## config.mk

```make
export PLATFORM = sky130hd
export DESIGN_NAME = cache_fill_controller
export DESIGN_NICKNAME = d
export VERILOG_FILES = /design/src/rtl/cache_pkg.sv /design/src/rtl/fill_counter.sv /design/src/rtl/cache_fill_controller.sv
export SDC_FILE = /design/constraint.sdc
export NUM_CORES = 1
export LEC_CHECK = 0
export BUFFER_PORTS_ARGS = -buffer_cell sky130_fd_sc_hd__buf_2
export CAP_MARGIN = 20
export CORE_ASPECT_RATIO = 1.4
export CORE_UTILIZATION = 39
export DETAILED_ROUTE_END_ITERATION = 7
export GPL_ROUTABILITY_DRIVEN = 0
export PLACE_DENSITY = 0.75
export SYNTH_ARGS = -nofsm -noshare
export SYNTH_HDL_FRONTEND = slang
export SYNTH_SLANG_ARGS = --single-unit
```

## constraint.sdc

```tcl
create_clock -name clk -period 1.3 [get_ports clk]
set_input_delay 0.26 -clock clk [delete_from_list [all_inputs] [get_ports clk]]
set_output_delay 0.26 -clock clk [all_outputs]
set_load 0.05 [all_outputs]
```

## src/rtl/cache_pkg.sv

```systemverilog
// rtl/cache_pkg.sv - shared types and constants for the cache fill sequencer
package cache_pkg;

  typedef enum logic {
    IDLE = 1'b0,
    FILL = 1'b1
  } fill_state_t;

  localparam int WORDS       = 8;
  localparam int ADDR_W      = 16;
  localparam int OFFSET_BITS = 4;
  localparam int BLOCK_BYTES = 16;
  localparam int CNT_W       = 3;
  localparam int TAG_IDX_W   = ADDR_W - OFFSET_BITS;

endpackage

```

## src/rtl/fill_counter.sv

```systemverilog
// rtl/fill_counter.sv - 3-bit word counter with clear and wrap strobe
module fill_counter
  import cache_pkg::*;
(
  input  logic             clk,
  input  logic             rst,
  input  logic             clr,
  input  logic             inc,
  output logic [CNT_W-1:0] cnt,
  output logic             wrap
);

  logic [CNT_W-1:0] cnt_q;
  logic [CNT_W-1:0] cnt_d;

  always_comb begin
    cnt_d = cnt_q;
    if (clr) begin
      cnt_d = '0;
    end else if (inc) begin
      cnt_d = cnt_q + 1'b1;
    end
  end

  always_ff @(posedge clk or posedge rst) begin
    if (rst) begin
      cnt_q <= '0;
    end else begin
      cnt_q <= cnt_d;
    end
  end

  assign cnt  = cnt_q;
  assign wrap = inc && (cnt_q == 3'd7);

endmodule

```

## src/rtl/cache_fill_controller.sv

```systemverilog
// rtl/cache_fill_controller.sv - miss fill sequencer: issues 8 word reads and steers returns into the array
module cache_fill_controller
  import cache_pkg::*;
(
  input  logic        clk,
  input  logic        rst,
  input  logic        miss_detected,
  input  logic [15:0] miss_address,
  input  logic [15:0] memory_data,
  input  logic        memory_data_valid,
  output logic        fsm_busy,
  output logic        memory_read,
  output logic [15:0] memory_address,
  output logic        write_data_array,
  output logic [7:0]  word_enable,
  output logic        write_tag_array,
  output logic        fill_done
);

  fill_state_t          state_q, state_d;
  logic [TAG_IDX_W-1:0] base_q, base_d;
  logic                 issue_done_q, issue_done_d;

  logic             in_fill;
  logic             start_fill;
  logic             recv_inc;
  logic [CNT_W-1:0] issue_cnt;
  logic [CNT_W-1:0] recv_cnt;
  logic             issue_wrap;
  logic             recv_wrap;

  // Data goes straight to the array; this block only decides when and where it lands.
  logic unused_bits;
  assign unused_bits = ^{memory_data, miss_address[OFFSET_BITS-1:0]};

  assign in_fill    = (state_q == FILL);
  assign start_fill = (state_q == IDLE) && miss_detected;
  assign recv_inc   = in_fill && memory_data_valid;

  fill_counter u_issue_cnt (
    .clk  (clk),
    .rst  (rst),
    .clr  (start_fill),
    .inc  (memory_read),
    .cnt  (issue_cnt),
    .wrap (issue_wrap)
  );

  fill_counter u_recv_cnt (
    .clk  (clk),
    .rst  (rst),
    .clr  (start_fill),
    .inc  (recv_inc),
    .cnt  (recv_cnt),
    .wrap (recv_wrap)
  );

  always_comb begin
    state_d      = state_q;
    base_d       = base_q;
    issue_done_d = issue_done_q;
    case (state_q)
      IDLE: begin
        if (miss_detected) begin
          state_d      = FILL;
          base_d       = miss_address[ADDR_W-1:OFFSET_BITS];
          issue_done_d = 1'b0;
        end
      end
      FILL: begin
        if (issue_wrap) begin
          issue_done_d = 1'b1;
        end
        // A miss arriving on the last-word cycle waits for IDLE.
        if (recv_wrap) begin
          state_d = IDLE;
        end
      end
      default: state_d = IDLE;
    endcase
  end

  always_ff @(posedge clk or posedge rst) begin
    if (rst) begin
      state_q      <= IDLE;
      base_q       <= '0;
      issue_done_q <= 1'b0;
    end else begin
      state_q      <= state_d;
      base_q       <= base_d;
      issue_done_q <= issue_done_d;
    end
  end

  assign fsm_busy         = in_fill;
  assign memory_read      = in_fill && !issue_done_q;
  assign memory_address   = memory_read ? {base_q, issue_cnt, 1'b0} : 16'h0000;
  assign write_data_array = recv_inc;
  assign word_enable      = recv_inc ? (8'b0000_0001 << recv_cnt) : 8'b0000_0000;
  assign write_tag_array  = recv_wrap;
  assign fill_done        = recv_wrap;

endmodule

```

==> impl_metrics.tcl <==
set metrics [dict create \
    synthArstFlopShare_pct 100 \
    finalMaxSlewViolations 0 \
    drive_gt1_share_pct 73.6 \
    yosys_warnings 0 \
    vdd_drop_max_v 0.00122 \
    synth_area_leader_cell "dfrtp_1" \
    power_uw 3660 \
    highest_layer "met3" \
    clock_sinks 20 \
    ios 65 \
    hpwl_um 1840 \
    min-delay-path-class "primary input to async pin" \
    port_buffers 43 \
    grt_usage_pct 20.6 \
    dieArea_mm2 0.00326 \
    vias_per_cell 4.78 \
    critPathMaxStageDelay_ps 450 \
    worstPathArrival_ps 1370 \
    detail-route-antenna-nets 0 \
    worst_hold_slack_ps 14.8 \
    fmaxAchievable_mhz 613 \
    pre_cts_ws_ps -193 \
    row_count 23 \
    period_minus_slack_ps 1630 \
    netlist_instances 102 \
    path_class "flop to output port" \
    wl_met1_um 1130 \
    grt_pass1_wl_um 5000 \
    synthTopCellsByArea "dfrtp_1 (42%), mux2_4 (13%), and2_1 (8.5%)" \
    initial_utilization_pct 41.1 \
    cp.required_ps 1040 \
    slowest_stage "dfrtp_2" \
    chipWidth_um 48.5 \
    violations "negative setup slack" \
    r2r_end "base_q[10]" \
    coreArea_mm2 0.00288 \
    root_buffer "clkbuf_8" \
    r2r_slack_ps -50 \
    rsz0062_at_grt "yes" \
    syn_nets 146 \
    grt_max_degree 21 \
    cts.path.max_buffers 2 \
    finClkSkew_ps 6.65 \
    finalCritPeriodShare_pct 125 \
    htreeDepth 1 \
    wire_per_inst_um 16.1 \
    yosysTopAreaCellShare_pct 42.3 \
    reg2reg_from "fsm_busy" \
    vias 937 \
    r2r_cells 4 \
    ys_seq_area_share_pct 42.3 \
    cp-end-kind "output port" \
    drc_errors 0 \
    antenna-diode-count 0 \
    status "finished, violations left" \
    clk_latency_ps 250 \
    area_delta_synth_final_pct 74.2 \
    dr.pass1.iters 4 \
    cp_max_fo 4 \
    route.met2.wl_um 1940 \
    timing.final.ws_setup_ps -331 \
    hold_viol 0 \
    synth.most_common_cell "dfrtp_1" \
    powerDensity_mw_per_mm2 1780 \
    numCtsBuffers 3 \
    final_nets 204 \
    path_cells "ha_4 -> ha_4 -> and3_4 -> buf_8" \
    leakagePower_uw 0.00101 \
    yosys.cell_types.count 22 \
    ys_seq_elements 20 \
    dieHeight_um 67.2 \
    synth_top_flop_cell "dfrtp_1" \
    cap_violations 0 \
    syn_area_mm2 0.00118 \
    grt-ovfl-total 0 \
    grt_pass1_vias 1046 \
    cts.clk_slew.worst_paths_ps 80 \
    antenna_found_initial 0 \
    dr.first_iter.drc_count 9 \
    synth_edf_count 0 \
    worstSetupStartpointType "flop" \
    cts_tree "built" \
    setup_viol 38 \
    final_core_util_pct 71.6 \
    synth_common_cells "dfrtp_1 (20), and2_1 (16), mux2_4 (10), ha_1 (8)" \
    wirelength_um 3160 \
    wl_met3_um 88 \
    critPathMostFrequentCell "ha_4" \
    cts.hold.buffers_added 0 \
    crit_start "u_recv_cnt.cnt[1]" \
    syn_avg_cell_area_um2 11.6 \
]
layout by cell type, fill, tap and decap left out, drive strengths merged:
cell,Yosys,layout
a21o,1,1
a22o,2,2
and2,16,16
and3,4,4
buf,7,60
clkbuf,1,5
conb,1,1
dfrtp,20,20
ha,8,8
inv,6,6
mux2,13,13
mux2i,5,5
nand2,3,3
nand2b,3,3
nor2,6,6
nor2b,2,2
nor3b,1,1
o21ai,2,2
xnor2,1,1
registers in the layout, indices dropped and copies added (netlist names):
| name | flops |
|---|---|
| u_recv_cnt.cnt | 3 |
| u_issue_cnt.cnt | 3 |
| base_q | 12 |
| issue_done_q | 1 |
| fsm_busy | 1 |
worst max path at each step:
stage,to,cells past startpoint,slack (ps)
finish,write_tag_array,4,-330
floorplan,word_enable[7],3,-200
CTS,fill_done,4,-350
global placement,word_enable[3],4,-150
detailed placement,word_enable[3],4,-190
global route,write_tag_array,4,-360
worst max-delay path, delay by kind of cell (launching register included):
family / cells / cell delay (ps)
buffers and inverters: 1 / 150
flip-flops: 1 / 450
adder cells (fa/ha/maj): 2 / 340
AND/OR/NAND/NOR: 1 / 170
repair_timing:
action,in CTS,in global routing
buffers inserted,6,1
gates resized for setup,106,11
gates cloned,1,0
setup endpoints to repair,40,42
pin swaps,5,5
cells by family (layout without fill, tap and decap cells):
| family | after synthesis | after routing | share of synthesized area, % |
|---|---|---|---|
| other cells | 1 | 1 | 0.317 |
| fa+ha+maj | 8 | 8 | 8.47 |
| flops | 20 | 20 | 42.3 |
| simple gates | 35 | 35 | 18.0 |
| xor+xnor | 1 | 1 | 0.741 |
| mux | 18 | 18 | 19.8 |
| compound gates | 5 | 5 | 2.96 |
| buf+inv | 14 | 71 | 7.41 |
area by class of cell:
| type | count | area (um2) |
|---|---|---|
| clock buffers | 4 | 45.0 |
| fillers | 206 | 818 |
| inverters | 6 | 22.5 |
| multi-input cells | 68 | 757 |
| flip-flops and latches | 20 | 507 |
| well taps | 37 | 46.3 |
| repair buffers | 61 | 682 |
metal layers:
metal / global-route usage [%] / vias up
li1: - / 443
met1: 19.5 / 465
met2: 46.7 / 29
met3: 1.58 / 0
met4: 4.78 / 0
met5: 0 / -
power breakdown:
group          total [uW]  leakage (uW)  internal (uW)  switching, uW
Combinational        2080      0.000748           1080            994
Clock                 412     0.0000228            217            194
Sequential           1170      0.000235            911            254
stage by stage:
| step | instances | area [um2] | TNS (ps) |
|---|---|---|---|
| 2_1_floorplan | 102 | 1300 | -3860 |
| 6_report | 196 | 2060 | -7260 |
| 3_3_place_gp | 187 | 1580 | -1320 |
| 3_5_place_dp | 187 | 1580 | -2100 |
| 5_1_grt | 196 | 2060 | -9010 |
| 4_1_cts | 195 | 2020 | -7660 |
No activity file was read; power rests on OpenSTA's default activity.
